<file path="src/rtl/pic_pkg.sv">
// Shared definitions for the PIC command sequencer: FSM states, read
// selection, and the ICW/OCW bit positions used by the write decoder.
package pic_pkg;

    typedef enum logic [2:0] {
        ST_UNINIT    = 3'd0,
        ST_WAIT_ICW2 = 3'd1,
        ST_WAIT_ICW3 = 3'd2,
        ST_WAIT_ICW4 = 3'd3,
        ST_READY     = 3'd4
    } pic_state_e;

    typedef enum logic {
        RSEL_IRR = 1'b0,
        RSEL_ISR = 1'b1
    } read_sel_e;

    // ICW1 fields
    localparam int ICW1_SEL = 4;
    localparam int LTIM_BIT = 3;
    localparam int SNGL_BIT = 1;
    localparam int IC4_BIT  = 0;
    // ICW4 fields
    localparam int AEOI_BIT = 1;
    // OCW3 fields
    localparam int OCW3_SEL = 3;
    localparam int RR_BIT   = 1;
    localparam int RIS_BIT  = 0;

    // An A0=0 write with bit 4 set restarts initialization from any state.
    function automatic logic is_icw1(input logic a0, input logic [7:0] d);
        return (!a0) && d[ICW1_SEL];
    endfunction

endpackage

</file>
<file path="src/rtl/pic_inta_tracker.sv">
// Follows the multi-pulse INTA acknowledge cycle: counts INTA_N falling
// edges, flags the edge on which the vector must be captured, and holds the
// bus-drive enable until INTA_N returns high.
module pic_inta_tracker #(
    parameter int INTA_PULSES = 2
) (
    input  logic       clk,
    input  logic       srst,
    input  logic       inta_n_i,
    input  logic       enable_i,
    input  logic       abort_i,
    output logic [1:0] ack_phase_o,
    output logic       vec_load_o,
    output logic       vec_drive_o
);

    localparam logic [1:0] LAST_PHASE = 2'(INTA_PULSES);

    logic       inta_n_q;
    logic [1:0] phase_q, phase_d;
    logic       drive_q, drive_d;
    logic       inta_fall;
    logic       inta_rise;

    assign inta_fall = inta_n_q & ~inta_n_i;
    assign inta_rise = ~inta_n_q & inta_n_i;

    // Next phase / drive state; an abort beats any edge seen in the same cycle.
    always_comb begin
        phase_d    = phase_q;
        drive_d    = drive_q;
        vec_load_o = 1'b0;
        if (abort_i) begin
            phase_d = 2'd0;
            drive_d = 1'b0;
        end else if (enable_i) begin
            if (inta_fall) begin
                phase_d = phase_q + 2'd1;
                if (phase_q + 2'd1 == LAST_PHASE) begin
                    vec_load_o = 1'b1;
                    drive_d    = 1'b1;
                end
            end else if (inta_rise && drive_q) begin
                phase_d = 2'd0;
                drive_d = 1'b0;
            end
        end
    end

    // Edge-detect history plus phase and drive registers; idle INTA_N is high.
    always_ff @(posedge clk) begin
        if (srst) begin
            inta_n_q <= 1'b1;
            phase_q  <= 2'd0;
            drive_q  <= 1'b0;
        end else begin
            inta_n_q <= inta_n_i;
            phase_q  <= phase_d;
            drive_q  <= drive_d;
        end
    end

    assign ack_phase_o = phase_q;
    assign vec_drive_o = drive_q;

endmodule

</file>
<file path="src/rtl/pic_control_logic.sv">
// 8259A-style command sequencer: decodes ICW1-ICW4 / OCW1-OCW3 writes,
// drives the resolver configuration, serves status reads and places the
// interrupt vector on the bus during the final INTA pulse.
module pic_control_logic
    import pic_pkg::*;
#(
    parameter int         INTA_PULSES  = 2,
    parameter logic [4:0] VEC_BASE_RST = 5'b00000
) (
    input  logic       CLK,
    input  logic       RESET,
    input  logic       WR,
    input  logic       RD,
    input  logic       A0,
    input  logic [7:0] D_IN,
    input  logic       INTA_N,
    input  logic [2:0] INT_VEC,
    input  logic [7:0] IRR,
    input  logic [7:0] ISR,
    input  logic [7:0] IMR,
    output logic       LTIM,
    output logic [7:0] IM,
    output logic [7:0] OPERATION,
    output logic       OP_STROBE,
    output logic       AEOI,
    output logic       SNGL,
    output logic [7:0] CAS_REG,
    output logic       INIT_DONE,
    output logic [1:0] ACK_PHASE,
    output logic [7:0] D_OUT,
    output logic       D_OE
);

    pic_state_e state_q, state_d;

    logic       ltim_q;
    logic       sngl_q;
    logic       ic4_q;
    logic       aeoi_q;
    logic [7:0] im_q;
    logic [7:0] op_q;
    logic       op_strobe_q;
    logic [7:0] cas_q;
    logic [4:0] t_q;
    read_sel_e  read_sel_q;
    logic [7:0] dout_q;
    logic       rd_oe_q;

    logic       wr_icw1;
    logic       wr_ready_a0_0;
    logic       is_ready;
    logic       vec_load;
    logic       vec_drive;
    logic [7:0] rd_data;

    assign wr_icw1       = WR && is_icw1(A0, D_IN);
    assign is_ready      = (state_q == ST_READY);
    assign wr_ready_a0_0 = WR && is_ready && !A0 && !D_IN[ICW1_SEL];
    assign rd_data       = A0 ? IMR : ((read_sel_q == RSEL_ISR) ? ISR : IRR);

    pic_inta_tracker #(
        .INTA_PULSES (INTA_PULSES)
    ) u_inta (
        .clk         (CLK),
        .srst        (RESET),
        .inta_n_i    (INTA_N),
        .enable_i    (is_ready),
        .abort_i     (wr_icw1),
        .ack_phase_o (ACK_PHASE),
        .vec_load_o  (vec_load),
        .vec_drive_o (vec_drive)
    );

    // Initialization sequence: ICW1 restarts it; A0=1 writes advance it,
    // skipping ICW3 in single mode and ICW4 when IC4 was clear.
    always_comb begin
        state_d = state_q;
        if (wr_icw1) begin
            state_d = ST_WAIT_ICW2;
        end else if (WR && A0) begin
            case (state_q)
                ST_WAIT_ICW2: begin
                    if (!sngl_q)    state_d = ST_WAIT_ICW3;
                    else if (ic4_q) state_d = ST_WAIT_ICW4;
                    else            state_d = ST_READY;
                end
                ST_WAIT_ICW3: state_d = ic4_q ? ST_WAIT_ICW4 : ST_READY;
                ST_WAIT_ICW4: state_d = ST_READY;
                default:      state_d = state_q;
            endcase
        end
    end

    // FSM state register.
    always_ff @(posedge CLK) begin
        if (RESET) state_q <= ST_UNINIT;
        else       state_q <= state_d;
    end

    // Configuration registers loaded by the ICW/OCW write decoder.
    always_ff @(posedge CLK) begin
        if (RESET) begin
            ltim_q     <= 1'b0;
            sngl_q     <= 1'b0;
            ic4_q      <= 1'b0;
            aeoi_q     <= 1'b0;
            im_q       <= 8'h00;
            op_q       <= 8'h00;
            cas_q      <= 8'h00;
            t_q        <= VEC_BASE_RST;
            read_sel_q <= RSEL_IRR;
        end else if (wr_icw1) begin
            ltim_q     <= D_IN[LTIM_BIT];
            sngl_q     <= D_IN[SNGL_BIT];
            ic4_q      <= D_IN[IC4_BIT];
            aeoi_q     <= 1'b0;
            im_q       <= 8'h00;
            op_q       <= 8'h00;
            read_sel_q <= RSEL_IRR;
        end else if (WR) begin
            case (state_q)
                ST_WAIT_ICW2: if (A0) t_q    <= D_IN[7:3];
                ST_WAIT_ICW3: if (A0) cas_q  <= D_IN;
                ST_WAIT_ICW4: if (A0) aeoi_q <= D_IN[AEOI_BIT];
                ST_READY: begin
                    if (A0) begin
                        im_q <= D_IN;
                    end else if (!D_IN[OCW3_SEL]) begin
                        op_q <= D_IN;
                    end else if (D_IN[RR_BIT]) begin
                        read_sel_q <= read_sel_e'(D_IN[RIS_BIT]);
                    end
                end
                default: ;
            endcase
        end
    end

    // One-cycle strobe marking a fresh OCW2 on OPERATION.
    always_ff @(posedge CLK) begin
        if (RESET) op_strobe_q <= 1'b0;
        else       op_strobe_q <= wr_ready_a0_0 && !D_IN[OCW3_SEL];
    end

    // Bus data: the INTA vector wins over status reads; reads see the
    // pre-write register values because they are captured on the same edge.
    always_ff @(posedge CLK) begin
        if (RESET) begin
            dout_q  <= 8'h00;
            rd_oe_q <= 1'b0;
        end else begin
            rd_oe_q <= RD && !vec_drive && !vec_load;
            if (vec_load) begin
                dout_q <= {t_q, INT_VEC};
            end else if (RD && !vec_drive) begin
                dout_q <= rd_data;
            end
        end
    end

    assign LTIM      = ltim_q;
    assign SNGL      = sngl_q;
    assign AEOI      = aeoi_q;
    assign IM        = im_q;
    assign OPERATION = op_q;
    assign OP_STROBE = op_strobe_q;
    assign CAS_REG   = cas_q;
    assign INIT_DONE = is_ready;
    assign D_OUT     = dout_q;
    assign D_OE      = vec_drive | rd_oe_q;

endmodule

</file>
<file path="config.mk">
export PLATFORM = sky130hd
export DESIGN_NAME = pic_control_logic
export DESIGN_NICKNAME = d
export VERILOG_FILES = /design/src/rtl/pic_pkg.sv /design/src/rtl/pic_inta_tracker.sv /design/src/rtl/pic_control_logic.sv
export SDC_FILE = /design/constraint.sdc
export NUM_CORES = 1
export LEC_CHECK = 0
export BUFFER_PORTS_ARGS = -buffer_cell sky130_fd_sc_hd__clkbuf_2
export CAP_MARGIN = 25
export CORE_UTILIZATION = 49
export CTS_BUF_LIST = sky130_fd_sc_hd__clkbuf_8
export DETAILED_ROUTE_END_ITERATION = 10
export HOLD_SLACK_MARGIN = 0.02
export PLACE_DENSITY = 0.76
export SKIP_CTS_REPAIR_TIMING = 1
export SLEW_MARGIN = 25
export SYNTH_ARGS = -nofsm -noshare
export SYNTH_HDL_FRONTEND = slang
export SYNTH_SLANG_ARGS = --single-unit
export TNS_END_PERCENT = 30
</file>
<file path="constraint.sdc">
create_clock -name CLK -period 3.69 [get_ports CLK]
set_input_delay 0.5535 -clock CLK [delete_from_list [all_inputs] [get_ports CLK]]
set_output_delay 0.5535 -clock CLK [all_outputs]
set_load 0.05 [all_outputs]
</file>
==> flow_metrics.tcl <==
set metrics [dict create \
    outcome "finished with violations" \
    violations "design-rule violations" \
    netlist_instances 273 \
    num_antenna_cells 0 \
    die_w_microns 71.4 \
    final_util 0.622 \
    synth_area_sq_um 2360 \
    cell_internal_pwr_w 0.000723 \
    cts_tree "done" \
    path_depth 3 \
    overflow 0 \
    yosysWarnings 0 \
    final_hold_viol_count 0 \
    cpLargestDelayFamily "flip-flops" \
    ctsRootBufferMaster "clkbuf_8" \
    cp_slowest_cell "dfxtp_1" \
    first_global_vias 2091 \
    numPortBuffers 79 \
    power.density_nw_per_um2 357 \
    post-dp-hpwl_microns 4170 \
    required_ns 3.14 \
    cp_max_fo 22 \
    yosysUniqueCellTypes 44 \
    cts.path.max_buffers 2 \
    clock-sinks 50 \
    p_sw_w 0.000276 \
    critPathArrivalTime_ns 2.06 \
    syn_nets 315 \
    p_sw_frac 0.276 \
    power_frac_comb 0.128 \
    ios 81 \
    tightestPinTransition_ns 0.835 \
    die_area_sq_um 5100 \
    cp-end-kind "output pin" \
    final_net_count 376 \
    final.setup.tns_ns 0 \
    synth.ff_latch_count 50 \
    dp_slack_ns 1.37 \
    rsz0062_at_grt "false" \
    leakage_nw 1.10 \
    post-route-period-util 0.708 \
    clk_pin_slew_ns 0.09 \
    htree_levels 2 \
    slew_viol_final 0 \
    pwr-share-seq 0.559 \
    regArea_sq_um 1000 \
    seq_area_frac_synth 0.424 \
    core-area_sq_um 4500 \
    drt_iter0_markers 166 \
    die_h_microns 71.4 \
    slew_headroom 0.442 \
    num-fill-cells 421 \
    drive_gt1_frac 0.290 \
    rrSetupSlack_ns 1.55 \
    cp_cell_sequence "or3b_1 -> clkinv_1 -> clkbuf_2" \
    fin_crit_ns 2.61 \
    start_kind "flip-flop" \
    ant_nets 0 \
    antenna_found_initial 0 \
    crit_start "state_q[0]$_SDFFE_PP0P_" \
    dr.pass1.iters 11 \
    cp_slowest_stage_delay_ns 0.74 \
    grt_max_degree 23 \
    dr_total_vias 2281 \
    path_buf_inv 2 \
    clkLatencyLatePin_ns 0.30 \
    cts_buffers 5 \
    grtUsageTotal 0.235 \
    avgSynthCellArea_sq_um 8.64 \
    route.detailed.drc 9 \
    critPathCapture "INIT_DONE" \
    fp-row-count 24 \
    clock_skew_ns 0.0138 \
    wl_microns 5910 \
    setup_viol 0 \
    whs_ns 0.479 \
    drt-wirelength-per-cell_microns 15.3 \
    vdd_drop_max_v 0.000189 \
    place.gp.congestion 0.749 \
    r2r_start "state_q[0]$_SDFFE_PP0P_" \
    critPathKind "flip-flop to output pin" \
    area_growth_pct 18.7 \
    fmax_mhz 383 \
    reg2reg_depth 4 \
    maxCapViolCount 0 \
    grt_pass1_wl_microns 9580 \
    start_util 0.524 \
    finalWorstSetupSlack_ns 1.08 \
    detail_route.vias_per_cell 5.89 \
    pwr-share-clk 0.312 \
    r2r_end "u_inta.ack_phase_o[0]$_SDFFE_PP0P_" \
    hp-class "flip-flop to flip-flop" \
    multiInputGateArea_sq_um 1230 \
]
[registers in the layout, summed over array words and instances, names as in the netlist]
signal and cells:
CAS_REG 8, OP_STROBE 1, state_q 3, LTIM 1, D_OUT 8, t_q 5
SNGL 1, u_inta.inta_n_q 1, u_inta.vec_drive_o 1, u_inta.ack_phase_o 2, read_sel_q 1, rd_oe_q 1
OPERATION 7, AEOI 1, IM 8, ic4_q 1
[per-stage QoR]
stage                     power (W)  std cells  area, sq um
after floorplan            0.000653        273         2360
after global placement     0.000698        379         2710
after detailed placement   0.000700        379         2710
after CTS                   0.00100        387         2800
after global routing        0.00104        387         2800
final                       0.00100        387         2800
[routing by layer]
layer | vias up | track usage | wire [microns]
li1 | 1148 | - | -
met1 | 1040 | 0.298 | 2580
met2 | 88 | 0.415 | 2820
met3 | 5 | 0.0464 | 469
met4 | 0 | 0.0489 | 47
met5 | - | 0 | 0
[cells in the mapped netlist, drive strengths merged]
library cell  count  area (sq um)
a2111oi           1          8.76
a211oi            2          15.0
a21oi            43           215
a221oi            8          70.1
a31oi             2          12.5
a32oi             1          8.76
and3              1          6.26
and3b             3          26.3
and4b            10           100
buf               4          27.5
clkbuf           21          78.8
clkinv            3          11.3
conb              1          3.75
dfxtp            50          1000
ha                1          12.5
inv               3          11.3
mux2              8          90.1
mux2i             3          30.0
nand2             3          11.3
nand2b            6          37.5
nand3            28           140
nand3b            4          30.0
nand4             1          6.26
nand4b            1          8.76
nor2              5          18.8
nor2b             3          18.8
nor3b             3          22.5
nor4              1          6.26
nor4b             1          15.0
o21ai            33           165
o31a              1          8.76
o31ai             1          7.51
o41ai             8          70.1
or2               4          25.0
or3               2          12.5
or3b              1          8.76
or4               1          7.51
or4b              1          10.0
[worst reg2reg max path: stages, from the launching register on]
cell       delay, ns
dfxtp_1         0.74
or3b_1          0.51
clkinv_1        0.23
and4b_1         0.24
a2111oi_0       0.33
[cell families (layout without fill, tap and decap cells)]
family                     after synthesis  after routing  share of synthesized area
muxes                                   11             11                     0.0509
and+or+nand+nor                         79             79                      0.217
DFF                                     50             50                      0.424
other                                    1              1                    0.00159
adders and majority gates                1              1                    0.00530
buffers and inverters                   31             93                     0.0546
AOI/OAI and AO/OA                      100            100                      0.247
[cell usage in the layout (no fill, tap or decap), types with 2 or more instances in the layout]
| master | count |
|---|---|
| nor2_1 | 5 |
| nand3b_1 | 4 |
| or2_2 | 2 |
| nand2_1 | 3 |
| a211oi_1 | 2 |
| o41ai_1 | 8 |
| a21oi_1 | 43 |
| mux2_2 | 8 |
| dfxtp_1 | 50 |
| and4b_1 | 10 |
| nor2b_1 | 3 |
| nand2b_1 | 6 |
| nor3b_1 | 3 |
| or3_1 | 2 |
| clkbuf_8 | 5 |
| a31oi_1 | 2 |
| o21ai_1 | 2 |
| clkinv_1 | 3 |
| o21ai_0 | 31 |
| a221oi_1 | 8 |
| mux2i_1 | 3 |
| inv_1 | 4 |
| and3b_1 | 3 |
| nand3_1 | 28 |
| clkbuf_2 | 79 |
[worst min path at each step]
stage | to | cells past startpoint | startpoint | slack (ns)
floorplan | t_q[0]$_SDFFE_PP0P_ | 2 | t_q[0]$_SDFFE_PP0P_ | 0.45
global placement | OPERATION[0]$_SDFFE_PP0P_ | 2 | OPERATION[0]$_SDFFE_PP0P_ | 0.46
detailed placement | t_q[4]$_SDFFE_PP0P_ | 2 | t_q[4]$_SDFFE_PP0P_ | 0.47
CTS | IM[0]$_SDFFE_PP0P_ | 2 | IM[0]$_SDFFE_PP0P_ | 0.48
global route | CAS_REG[7]$_SDFFE_PP0P_ | 2 | CAS_REG[7]$_SDFFE_PP0P_ | 0.51
finish | OPERATION[2]$_SDFFE_PP0P_ | 2 | OPERATION[2]$_SDFFE_PP0P_ | 0.48
[power groups by stage]
stage	Combinational [W]	Clock (W)	Sequential (W)
after global routing	0.000140	0.000338	0.000561
after global placement	0.000127	0	0.000572
after CTS	0.000129	0.000316	0.000559
after detailed placement	0.000128	0	0.000572
after floorplan	0.0000624	0	0.000591
final	0.000128	0.000312	0.000559
[area by class of cell]
cell class,instances,area share
Multi-Input combinational cell,192,0.439
Sequential cell,50,0.357
Timing Repair Buffer,79,0.141
Clock buffer,5,0.0246
Tap cell,52,0.0232
Inverter,6,0.00804
Clock inverter,3,0.00626
(Power assumes the default switching activity.)
